### src/rtl/input_debouncer_pkg.sv
// Shared types and defaults for the input debouncer.
// Optional push-on/push-off toggle: INPUT_DEBOUNCER_TOGGLE_EN.
package input_debouncer_pkg;

  typedef enum logic [1:0] {
    STABLE_LO = 2'b00,
    CHK_HI    = 2'b01,
    STABLE_HI = 2'b10,
    CHK_LO    = 2'b11
  } deb_state_t;

  localparam int SYNC_STAGES_DEF     = 2;
  localparam int DEBOUNCE_CYCLES_DEF = 4;

  function automatic logic is_chk(input deb_state_t st);
    return (st == CHK_HI) || (st == CHK_LO);
  endfunction

endpackage

### src/rtl/input_debouncer_channel.sv
// One channel: synchroniser, debounce FSM, edge pulses, toggle latch.
// Toggle latch present only with INPUT_DEBOUNCER_TOGGLE_EN.
module debounce_channel
  import input_debouncer_pkg::*;
#(
  parameter int SYNC_STAGES     = SYNC_STAGES_DEF,
  parameter int DEBOUNCE_CYCLES = DEBOUNCE_CYCLES_DEF,
  parameter int CNT_W           = $clog2(DEBOUNCE_CYCLES + 1)
) (
  input  logic clk,
  input  logic rst,
  input  logic raw_i,
  output logic level_o,
  output logic rise_o,
  output logic fall_o,
  output logic busy_o,
  output logic toggle_o
);

  localparam logic [CNT_W-1:0] CNT_LAST =
    CNT_W'(DEBOUNCE_CYCLES - 1);

  logic [SYNC_STAGES-1:0] sync_q;
  logic                   s;

  deb_state_t       state_q;
  deb_state_t       state_n;
  logic [CNT_W-1:0] cnt_q;
  logic [CNT_W-1:0] cnt_n;

  logic level_q;
  logic level_n;
  logic rise_q;
  logic rise_n;
  logic fall_q;
  logic fall_n;

  always_ff @(posedge clk) begin
    if (rst) begin
      sync_q <= '0;
    end else begin
      sync_q <= {sync_q[SYNC_STAGES-2:0], raw_i};
    end
  end

  assign s = sync_q[SYNC_STAGES-1];

  always_ff @(posedge clk) begin
    if (rst) begin
      state_q <= STABLE_LO;
      cnt_q   <= '0;
    end else begin
      state_q <= state_n;
      cnt_q   <= cnt_n;
    end
  end

  always_comb begin
    state_n = state_q;
    cnt_n   = cnt_q;
    unique case (state_q)
      STABLE_LO: begin
        if (s) begin
          state_n = CHK_HI;
          cnt_n   = '0;
        end
      end
      CHK_HI: begin
        if (!s) begin
          state_n = STABLE_LO;
        end else if (cnt_q == CNT_LAST) begin
          state_n = STABLE_HI;
        end else begin
          cnt_n = cnt_q + 1'b1;
        end
      end
      STABLE_HI: begin
        if (!s) begin
          state_n = CHK_LO;
          cnt_n   = '0;
        end
      end
      CHK_LO: begin
        if (s) begin
          state_n = STABLE_HI;
        end else if (cnt_q == CNT_LAST) begin
          state_n = STABLE_LO;
        end else begin
          cnt_n = cnt_q + 1'b1;
        end
      end
      default: begin
        state_n = STABLE_LO;
        cnt_n   = '0;
      end
    endcase
  end

  // Pulses fire only on acceptance out of a CHK state.
  always_comb begin
    rise_n  = (state_q == CHK_HI) && (state_n == STABLE_HI);
    fall_n  = (state_q == CHK_LO) && (state_n == STABLE_LO);
    level_n = level_q;
    if (rise_n) level_n = 1'b1;
    if (fall_n) level_n = 1'b0;
    busy_o  = is_chk(state_q);
  end

  always_ff @(posedge clk) begin
    if (rst) begin
      level_q <= 1'b0;
      rise_q  <= 1'b0;
      fall_q  <= 1'b0;
    end else begin
      level_q <= level_n;
      rise_q  <= rise_n;
      fall_q  <= fall_n;
    end
  end

  assign level_o = level_q;
  assign rise_o  = rise_q;
  assign fall_o  = fall_q;

`ifdef INPUT_DEBOUNCER_TOGGLE_EN
  logic toggle_q;

  always_ff @(posedge clk) begin
    if (rst) begin
      toggle_q <= 1'b0;
    end else if (rise_n) begin
      toggle_q <= ~toggle_q;
    end
  end

  assign toggle_o = toggle_q;
`else
  assign toggle_o = 1'b0;
`endif

endmodule

### src/rtl/input_debouncer.sv
// Multi-channel synchronise/debounce front end for the NAND cell inputs.
// Optional toggle mode via INPUT_DEBOUNCER_TOGGLE_EN.
module input_debouncer
  import input_debouncer_pkg::*;
#(
  parameter int NUM_CH          = 2,
  parameter int SYNC_STAGES     = SYNC_STAGES_DEF,
  parameter int DEBOUNCE_CYCLES = DEBOUNCE_CYCLES_DEF,
  parameter int CNT_W           = $clog2(DEBOUNCE_CYCLES + 1)
) (
  input  logic              clk,
  input  logic              rst,
  input  logic [NUM_CH-1:0] raw_i,
  output logic [NUM_CH-1:0] level_o,
  output logic [NUM_CH-1:0] rise_o,
  output logic [NUM_CH-1:0] fall_o,
  output logic [NUM_CH-1:0] busy_o,
  output logic [NUM_CH-1:0] toggle_o
);

  for (genvar g = 0; g < NUM_CH; g++) begin : g_ch
    debounce_channel #(
      .SYNC_STAGES    (SYNC_STAGES),
      .DEBOUNCE_CYCLES(DEBOUNCE_CYCLES),
      .CNT_W          (CNT_W)
    ) u_ch (
      .clk     (clk),
      .rst     (rst),
      .raw_i   (raw_i[g]),
      .level_o (level_o[g]),
      .rise_o  (rise_o[g]),
      .fall_o  (fall_o[g]),
      .busy_o  (busy_o[g]),
      .toggle_o(toggle_o[g])
    );
  end

endmodule

### config.mk
export PLATFORM = sky130hd
export DESIGN_NAME = input_debouncer
export DESIGN_NICKNAME = d
export VERILOG_FILES = /design/src/rtl/input_debouncer_pkg.sv /design/src/rtl/input_debouncer_channel.sv /design/src/rtl/input_debouncer.sv
export SDC_FILE = /design/constraint.sdc
export NUM_CORES = 1
export LEC_CHECK = 0
export CAP_MARGIN = 20
export CORE_MARGIN = 2
export CORE_UTILIZATION = 50
export DETAILED_ROUTE_END_ITERATION = 6
export PLACE_DENSITY = 0.75
export SYNTH_ARGS = -nofsm -noshare
export SYNTH_HDL_FRONTEND = slang
export SYNTH_SLANG_ARGS = --single-unit
### constraint.sdc
create_clock -name clk -period 1.5 [get_ports clk]
set_clock_uncertainty 0.05 [all_clocks]
set_input_delay 0.15 -clock clk [delete_from_list [all_inputs] [get_ports clk]]
set_output_delay 0.15 -clock clk [all_outputs]
set_load 0.02 [all_outputs]
==> summary.txt, run 1 <==
Final Setup Violations: 0
DRT Wirelength: 1260 microns
Clk pwr share: 28.7%
Critical Path Start Type: flop
GRT Resource Usage Total: 13.2%
Final hold violations: 0
Vias: 599
Share of the synthesized area in the top cell type: 46.2%
TritonCTS Buffers: 3
Share of cells above drive strength 1: 6.45%
Crit Path Max Fanout: 2
Most numerous cell in the Yosys netlist: dfxtp_1
PD cells: 898 nW/um^2
Dpl cell area: 918 sq um
Max_cap viols: 0
Synth top area cells: dfxtp_1 (46%), buf_4 (8.7%), a21oi_1 (5.8%)
Vias in the first global route: 453
Final Non-Filler Cells: 110
Leakage: 0.358 nW
Setup CP Type: flop to output pin
Area delta synth->final: 8.51%
Clock tree buffer depth: 2
Synth top cells by count: dfxtp_1 (20), a21oi_1 (10), buf_4 (10)
Final Instance Area: 941 sq um
Reg2reg start: g_ch[1].u_ch.cnt_q[0]
Ant diodes: 0
First-pass GRT wire length: 1850 microns
Die ar.: 2080 sq um
Core ar.: 1670 sq um
Slew Viols, Final: 0
Worst VDD drop: 0.000479 V
CP max stage delay: 0.60 ns
Clk sinks: 20
Crit share post-route: 95.8%
Mapped cell area: 867 sq um
Hold Crit Depth: 2
Post-synthesis sequential area ratio: 46.2%
DRC: 0
Worst EP required: 1.30 ns
Critical-path top delay cell: clkdlybuf4s50_1
Int Pwr: 0.660 mW
Via/cell ratio: 5.45
WP buf/inv: 1
DP HPWL: 851 microns
Hold path endpoint: g_ch[0].u_ch.sync_q[0]
Grt total ovfl: 0
RSZ-0062 raised after global routing: no
Htree depth: 1
Setup Fix Bufs, Post-CTS: 0
Power, Total: 0.845 mW
Ys Warns: 0
TritonRoute pass-1 iters: 4
Yosys top cell by area: dfxtp_1
Clock slew at reported path FFs: 0.10 ns
Post-synth EDFFs: 0
Cells after DPL: 107
Port Buffers: 11
FFs w/ async S/R, synth: 0%
Outcome: complete, no violations
Fmax: 696 MHz
Seq pwr share: 64.9%
Routed wire per std cell: 11.4 microns
Row count: 15
Sw Ratio: 21.9%
CTS tree: done
FF-to-FF path depth: 5
Fin util: 56.3%
Cells after Synth: 92
Antenna-violating nets left: 0
Die width: 45.6 microns
Synth cell types: 24
Clock root buffer: clkbuf_4
Final Critical Period: 1.44 ns
Worst setup EP type: output pin
Ys flop type: dfxtp_1
GPL Wtd Cong: 0.702
Nets: 103
Net Sw Power: 0.185 mW
Largest net degree at the start of global routing: 21
Final worst slack: 0.0628 ns
Die Height: 45.6 microns
Combinational share of power: 6.4%
CP Cell Sequence: clkdlybuf4s50_1
Syn Area/Cell: 9.42 sq um
# fillers: 143
Initial core utilization: 51.9%
Delay-heaviest family, CP: buffers and inverters
R2R Setup Slk: 0.09 ns
Drt initial violations: 10
Worst path arrival time: 1.24 ns
Hold WS: 0.348 ns
HP Class: primary input to flop
Setup WS pre-CTS: 0.120 ns
Top-Level Pins: 14
R2R Path End: g_ch[1].u_ch.cnt_q[2]
Clock insertion delay at the later pin of the skew report: 0.29 ns
Setup TNS: 0 ns
#FFs+latches synth: 20
Number of antenna violations at the first check in global routing: 0
Hold path start: raw_i[0]
==> metal layers <==
layer  GRT usage (%)  wire [microns]  vias up
li1                -               -      304
met1            15.8             594      275
met2            18.0             561       16
met3            5.16              62        4
met4            11.8              39        0
met5               0               0        -
==> power by group through the flow <==
stage / clock network, mW / logic (mW) / registers [mW]
final: 0.243 / 0.0538 / 0.548
after global routing: 0.277 / 0.0575 / 0.550
after CTS: 0.260 / 0.0539 / 0.549
after detailed placement: 0 / 0.0546 / 0.561
after global placement: 0 / 0.0542 / 0.560
after floorplan: 0 / 0.0451 / 0.557
==> sequential cells by signal (all words and copies together) (netlist names) <==
| signal | flops |
|---|---|
| g_ch.u_ch.sync_q | 4 |
| g_ch.u_ch.state_q | 4 |
| g_ch.u_ch.cnt_q | 6 |
| g_ch.u_ch.level_o | 2 |
| g_ch.u_ch.fall_o | 2 |
| g_ch.u_ch.rise_o | 2 |
==> how the worst max path moves through the flow <==
stage                                from               endpoint  slack [ns]  depth (start not counted)
detailed placement  g_ch[1].u_ch.cnt_q[0]  g_ch[1].u_ch.cnt_q[2]        0.12                          5
CTS                  g_ch[1].u_ch.level_o             level_o[1]        0.02                          1
global route         g_ch[0].u_ch.level_o             level_o[0]        0.02                          1
global placement    g_ch[0].u_ch.cnt_q[0]  g_ch[0].u_ch.cnt_q[1]        0.17                          5
floorplan           g_ch[0].u_ch.cnt_q[0]  g_ch[0].u_ch.cnt_q[0]        0.22                          5
finish               g_ch[0].u_ch.level_o             level_o[0]        0.06                          1
==> layout make-up <==
type / count / area [sq um] / share of cell area [%]
well taps: 17 / 21.3 / 2.26
inverters: 4 / 15.0 / 1.60
repair buffers: 12 / 130 / 13.8
flip-flops and latches: 20 / 400 / 42.6
clock buffers: 3 / 22.5 / 2.39
multi-input cells: 54 / 352 / 37.4
==> cell families (layout without fill, tap and decap cells) <==
kind of cell,count (synthesis),in the layout,synth area share (%)
DFF,20,20,46.2
xor gates and xnor gates,4,4,4.04
other,1,2,0.432
buffers and inverters,19,19,13.7
adders and majority gates,4,4,5.77
AOI/OAI and AO/OA,19,19,11.7
and+or+nand+nor,25,25,18.2
==> what timing repair did <==
action / CTS / global route
hold buffers: 0 / 0
setup endpoints to repair: 2 / 4
gates resized for setup: 2 / 4
cloned: 0 / 0
==> cell usage in the layout, fill, tap and decap left out, types with 3 or more instances in the layout <==
| cell type | n |
|---|---|
| a21oi_1 | 10 |
| clkbuf_4 | 3 |
| clkdlybuf4s50_1 | 8 |
| dfxtp_1 | 20 |
| ha_1 | 4 |
| inv_1 | 4 |
| nand2_1 | 5 |
| nand4b_1 | 4 |
| nor2b_1 | 4 |
| nor4b_1 | 3 |
| o21ai_0 | 4 |
| o21ai_1 | 3 |
Note: power is estimated with default switching activity, not from simulation.
==> inputs of run 2 (changes only) <==
ABC_AREA = 1   (was unset)
CORE_UTILIZATION = 51   (was 50)
PLACE_DENSITY = 0.76   (was 0.75)
==> run 2 against run 1 <==
  * Sequential cell count is the same
  * Wire length is 8.1% higher
  * First-iteration DRC count did not move
  * Cell count grew 37%
  * Critical endpoint unchanged
  * Clock power grew 30%
  * Utilization grew 2.9 points
  * Die area is 3.0% higher
==> summary.txt, run 2 <==
Footprint of the multi-input gates: 349 sq um (-0.71%)
Setup WS pre-CTS: 0.195 ns (+0.0760 ns)
First-pass GRT wire length: 2210 microns (+20%)
#FFs+latches synth: 20 (unchanged)
Vias in the first global route: 583 (+29%)
# fillers: 154 (+7.7%)
Critical Path Start Type: flop
Outcome: complete, no violations
Ant diodes: 0 (unchanged)
Core ar.: 1710 sq um (+2.2%)
Max reg flops: 6 (unchanged)
Worst VDD drop: 0.000591 V (+23%)
Final Non-Filler Cells: 151 (+37%)
Mapped cell area: 913 sq um (+5.3%)
Crit Path Max Fanout: 2 (unchanged)
Cts hold-fix bufs: 0 (unchanged)
Final Critical Period: 1.44 ns (+0.00345 ns)
Critical-path top delay cell: clkdlybuf4s50_1
Grt total ovfl: 0 (unchanged)
CP max stage delay: 0.60 ns (about the same)
Post-synthesis sequential area ratio: 43.8% (-2.3 points)
Clock root buffer: clkbuf_4
Die width: 46.3 microns (+1.5%)
Crit share post-route: 96.0% (+0.23 points)
Cells after DPL: 147 (+37%)
Area delta synth->final: 10.8%
Most frequent cells in the layout: nand2_1 (23), nor2_1 (21), dfxtp_1 (20)
Setup TNS: 0 ns (unchanged)
Ys flop type: dfxtp_1
Largest net degree at the start of global routing: 13 (-38%)
Top-Level Pins: 14 (unchanged)
Final Setup Violations: 0 (unchanged)
Die Height: 46.3 microns (+1.5%)
Slew Viols, Final: 0 (unchanged)
Worst path arrival time: 1.24 ns (about the same)
Leakage: 0.491 nW (+37%)
Htree depth: 1 (unchanged)
TritonRoute pass-1 iters: 4 (unchanged)
Largest regs: g_ch.u_ch.cnt_q x6, g_ch.u_ch.state_q x4, g_ch.u_ch.sync_q x4
Post-synth EDFFs: 0 (unchanged)
CP Cell Sequence: clkdlybuf4s50_1
DRT Wirelength: 1360 microns (+8.1%)
Clock slew at reported path FFs: 0.12 ns (+0.02 ns)
Fin util: 59.3% (+2.9 points)
Cells after Synth: 122 (+33%)
Synth top area cells: dfxtp_1 (44%), nand2_1 (9.5%), nor2_1 (8.6%)
Via/cell ratio: 4.46 (-18%)
TritonCTS Buffers: 3 (unchanged)
Die ar.: 2150 sq um (+3.0%)
Max_cap viols: 0 (unchanged)
Final worst slack: 0.0593 ns (-0.00345 ns)
Setup Fix Bufs, Post-CTS: 0 (unchanged)
Power, Total: 0.939 mW (+11%)
RSZ-0062 raised after global routing: no
Ys Warns: 0 (unchanged)
Port Buffers: 11 (unchanged)
Drt initial violations: 10 (unchanged)
Worst setup EP type: output pin
Initial core utilization: 53.5% (+1.6 points)
Uppermost layer routed: met4
HP Class: primary input to flop
PD cells: 928 nW/um^2 (+3.4%)
WP buf/inv: 1 (unchanged)
Fmax: 694 MHz (-0.24%)
DP HPWL: 992 microns (+17%)
Nets: 135 (+31%)
Row count: 15 (unchanged)
Clock tree buffer depth: 2 (unchanged)
Antenna-violating nets left: 0 (unchanged)
Synth cell types: 18 (-25%)
Synth top cells by count: nand2_1 (23), nor2_1 (21), dfxtp_1 (20)
Final hold violations: 0 (unchanged)
Setup CP Type: flop to output pin
Worst EP required: 1.30 ns (about the same)
Share of the synthesized area in the top cell type: 43.8% (-2.3 points)
Syn Area/Cell: 7.49 sq um (-21%)
Vias: 673 (+12%)
Metal2 WL: 695 microns (+24%)
FFs w/ async S/R, synth: 0% (unchanged)
Routed wire per std cell: 9.00 microns (-21%)
Top reg by flops: g_ch.u_ch.cnt_q
GRT Resource Usage Total: 14.5% (+1.3 points)
Clock insertion delay at the later pin of the skew report: 0.30 ns (about the same)
Number of antenna violations at the first check in global routing: 0 (unchanged)
Share of cells above drive strength 1: 11.1% (+4.7 points)
Seq. cell area: 400 sq um (unchanged)
Delay-heaviest family, CP: buffers and inverters
Metal1 wirelength: 596 microns (+0.34%)
Most common cell after layout, fill and taps aside: nand2_1
Clk sinks: 20 (unchanged)
Met3 Wirelength: 62 microns (unchanged)
Yosys top cell by area: dfxtp_1
Most numerous cell in the Yosys netlist: nand2_1
DRC: 0 (unchanged)
GPL Wtd Cong: 0.765 (+9.0%)
CTS tree: done
## run 2: cell count changes after synthesis, moves of 3 or more
cell      previous run  this run
inv_1                4        19
nor4b_1              3         0
nand4b_1             4         0
a21oi_1             10         6
nand2_1              5        23
nor2_1               0        21
nand3_1              2         6
o21ai_0              7         0
nand2_2              0         3
nor2b_1              4         0
## run 2: worst paths after layout
kind              cells after the start                endpoint                   start  slack, ns
hold reg to reg                       2  g_ch[1].u_ch.sync_q[1]  g_ch[1].u_ch.sync_q[0]       0.37
hold / removal                        3  g_ch[0].u_ch.sync_q[0]                raw_i[0]       0.30
setup / recovery                      1              level_o[0]    g_ch[0].u_ch.level_o       0.06
setup reg to reg                      7    g_ch[1].u_ch.level_o   g_ch[1].u_ch.cnt_q[0]       0.17
## run 2: per-layer routing
| layer | track usage, % | vias up |
|---|---|---|
| met1 | 16.7 | 295 |
| met4 | 5.71 | 0 |
| met2 | 25.3 | 19 |
| met3 | 3.92 | 2 |
| li1 | - | 357 |
| met5 | 0 | - |
## run 2: kinds of logic (layout without fill, tap and decap cells)
| kind of cell | Yosys count | in the layout | synth area share (%) |
|---|---|---|---|
| compound gates | 7 | 7 | 4.25 |
| fa+ha+maj | 4 | 4 | 5.48 |
| buf+inv | 34 | 37 | 18.4 |
| flops | 20 | 20 | 43.8 |
| other cells | 1 | 2 | 0.411 |
| simple gates | 56 | 56 | 27.7 |
## run 2: where the power goes
group          total, mW  switching [mW]  internal (mW)
combinational     0.0669          0.0401         0.0268
clock              0.317           0.169          0.148
sequential         0.556          0.0103          0.546
## run 2: tightest hold or removal path: stages
cell,delay (ns)
clkdlybuf4s50_1,0.39
inv_1,0.05
nor2_1,0.03
## run 2: per-stage QoR
step / area (sq um) / hold slack [ns]
3_3_place_gp: 978 / 0.341
4_1_cts: 1010 / 0.302
3_5_place_dp: 978 / 0.354
2_1_floorplan: 917 / 0.169
5_1_grt: 1010 / 0.321
6_report: 1010 / 0.302
## run 2: area by class of cell
cell class              instances  share of cell area, %
well taps                      25                   3.09
repair buffers                 12                   11.4
clock buffers                   4                   3.58
flip-flops and latches         20                   39.6
inverters                      21                   7.91
multi-input cells              69                   34.5
## run 2: timing repair
item,in CTS,in global routing
endpoints found under the hold margin,0,0
resized for setup,2,0
endpoints found under the setup margin,2,0
==> inputs of run 3 (changes only) <==
--- a/config.mk
+++ b/config.mk
@@ -9,3 +9,2 @@
 export CAP_MARGIN = 20
-export CORE_MARGIN = 2
 export CORE_UTILIZATION = 51
--- a/constraint.sdc
+++ b/constraint.sdc
@@ -4,2 +4,2 @@
 set_output_delay 0.15 -clock clk [all_outputs]
-set_load 0.02 [all_outputs]
+set_load 0.1 [all_outputs]
==> run 3 against run 2 <==
  * Cell count shrank 0.66%
  * Clock power shrank 3%
  * Global-route usage grew 2.6 points
  * Via count shrank 0.89%
  * Power grew 2.3%
  * Combinational power grew 46%
  * Clock-buffer cell count is the same
  * Critical path type is now flop to flop
  * Largest power group unchanged
==> summary.txt, run 3 (same netlist as run 2, synthesis figures left out) <==
Outcome: complete, no violations
Clk sinks: 20 (unchanged)
Drt initial violations: 10 (unchanged)
Final Non-Filler Cells: 150 (-0.66%)
Max reg flops: 6 (unchanged)
Int Pwr: 0.724 mW (+0.51%)
Largest net degree at the start of global routing: 13 (unchanged)
Seq pwr share: 57.8% (-1.4 points)
Max_cap viols: 0 (unchanged)
Slew Viols, Final: 0 (unchanged)
Leakage: 0.521 nW (+5.9%)
PD cells: 879 nW/um^2 (-5.3%)
Top reg by flops: g_ch.u_ch.cnt_q
Critical Path Start Type: flop
Cts hold-fix bufs: 0 (unchanged)
Hold WS: 0.307 ns (+0.00467 ns)
Worst setup EP type: flop
First-pass GRT wire length: 2330 microns (+5.3%)
Clock insertion delay at the later pin of the skew report: 0.30 ns (about the same)
CTS resizes: 0 (-2)
Die ar.: 1960 sq um (-8.4%)
Fmax: 737 MHz (+6.1%)
CTS tree: done
Most frequent cells in the layout: nand2_1 (23), nor2_1 (21), dfxtp_1 (20)
Die Height: 44.3 microns (-4.3%)
Nets: 135 (unchanged)
DP HPWL: 1080 microns (+8.5%)
Setup CP Type: flop to flop
RSZ-0062 raised after global routing: no
CP max stage delay: 0.34 ns (-0.26 ns)
Core ar.: 1590 sq um (-6.7%)
Die width: 44.3 microns (-4.3%)
Clock tree buffer depth: 2 (unchanged)
Worst VDD drop: 0.000654 V (+11%)
Worst EP required: 1.69 ns (+0.39 ns)
TritonRoute pass-1 iters: 4 (unchanged)
Initial core utilization: 57.3% (+3.8 points)
Worst path arrival time: 1.54 ns (+0.30 ns)
Combinational share of power: 10.1% (+3.0 points)
Power, Total: 0.961 mW (+2.3%)
Critical-path top delay cell: dfxtp_1
GPL Wtd Cong: 0.798 (+4.3%)
Most common cell after layout, fill and taps aside: nand2_1
Top-Level Pins: 14 (unchanged)
Final hold violations: 0 (unchanged)
Number of antenna violations at the first check in global routing: 0 (unchanged)
Sw Ratio: 24.7% (+1.4 points)
Grt total ovfl: 0 (unchanged)
Ant diodes: 0 (unchanged)
TritonCTS Buffers: 3 (unchanged)
Clock slew at reported path FFs: 0.11 ns (about the same)
Crit Path Max Fanout: 9 (+7)
Share of cells above drive strength 1: 17.5% (+6.3 points)
CP most frequent cell: ha_1
Area delta synth->final: 19.7%
Hold path start: raw_i[0]
Vias in the first global route: 590 (+1.2%)
CP Cell Sequence: ha_1, ha_1, nand2_4, clkinv_2, nand3_1, nand2_1, a21oi_2
Clock root buffer: clkbuf_4
Worst Setup SP: g_ch[1].u_ch.cnt_q[0]
Final Critical Period: 1.36 ns (-0.0832 ns)
Fin util: 68.6% (+9.3 points)
HP Class: primary input to flop
Port Buffers: 11 (unchanged)
Htree depth: 1 (unchanged)
Row count: 14 (-1)
Reg2reg start: g_ch[1].u_ch.cnt_q[0]
GRT Resource Usage Total: 17.2% (+2.6 points)
Antenna-violating nets left: 0 (unchanged)
Largest regs: g_ch.u_ch.cnt_q x6, g_ch.u_ch.state_q x4, g_ch.u_ch.sync_q x4
Setup Fix Bufs, Post-CTS: 0 (unchanged)
Via/cell ratio: 4.45 (-0.23%)
Cells after DPL: 146 (-0.68%)
Final Setup Violations: 0 (unchanged)
Setup TNS: 0 ns (unchanged)
Routed wire per std cell: 9.20 microns (+2.2%)
Clk pwr share: 32.0% (-1.7 points)
Vias: 667 (-0.89%)
DRT Wirelength: 1380 microns (+1.5%)
DRC: 0 (unchanged)
Crit share post-route: 90.5% (-5.5 points)
Net Sw Power: 0.237 mW (+8.3%)
## run 3: cell types whose count changed in the layout (fill, tap and decap cells not counted)
cell	previous run	this run
clkdlybuf4s50_1	9	3
dlygate4sd2_1	2	0
buf_12	0	8
## run 3: per-stage QoR
stage	area, sq um	setup WS [ns]
2_1_floorplan	917	0.292
3_3_place_gp	1060	0.261
3_5_place_dp	1060	0.173
4_1_cts	1090	0.145
5_1_grt	1090	0.0375
6_report	1090	0.143
## run 3: critical path, delay by kind of cell, from the launching register on
family / cells / cell delay (ns)
AOI/OAI and AO/OA: 1 / 0.12
adders and majority gates: 2 / 0.41
buffers and inverters: 1 / 0.08
DFF: 1 / 0.34
and+or+nand+nor: 3 / 0.29
## run 3: cell type report
cell class,instances,area (sq um)
Multi-Input combinational cell,69,349
Tap cell,24,30.0
Timing Repair Buffer,12,198
Sequential cell,20,400
Inverter,21,80.1
Fill cell,133,500
Clock buffer,4,36.3
## run 3: worst paths after layout
| check | slack (ns) | endpoint | depth (start not counted) |
|---|---|---|---|
| min | 0.31 | g_ch[0].u_ch.sync_q[0] | 3 |
| max | 0.14 | g_ch[1].u_ch.level_o | 7 |
| min reg2reg | 0.36 | g_ch[0].u_ch.sync_q[1] | 2 |
| max reg2reg | 0.14 | g_ch[1].u_ch.level_o | 7 |
## run 3: power groups by stage
stage / sequential [mW] / combinational [mW] / clock [mW]
after global routing: 0.558 / 0.108 / 0.343
after CTS: 0.556 / 0.0985 / 0.319
after global placement: 0.567 / 0.0945 / 0
after floorplan: 0.565 / 0.0806 / 0
final: 0.556 / 0.0974 / 0.308
after detailed placement: 0.568 / 0.0981 / 0
## run 3: layer usage
metal / part of all wire (%) / global-route usage, % / routed length, microns / vias to the layer above
met5: 0 / 0 / 0 / -
met4: 1.8 / 12.1 / 25 / 0
met3: 3.5 / 6.53 / 48 / 4
met2: 50 / 29.7 / 690 / 17
met1: 45 / 16.7 / 615 / 288
li1: - / - / - / 358
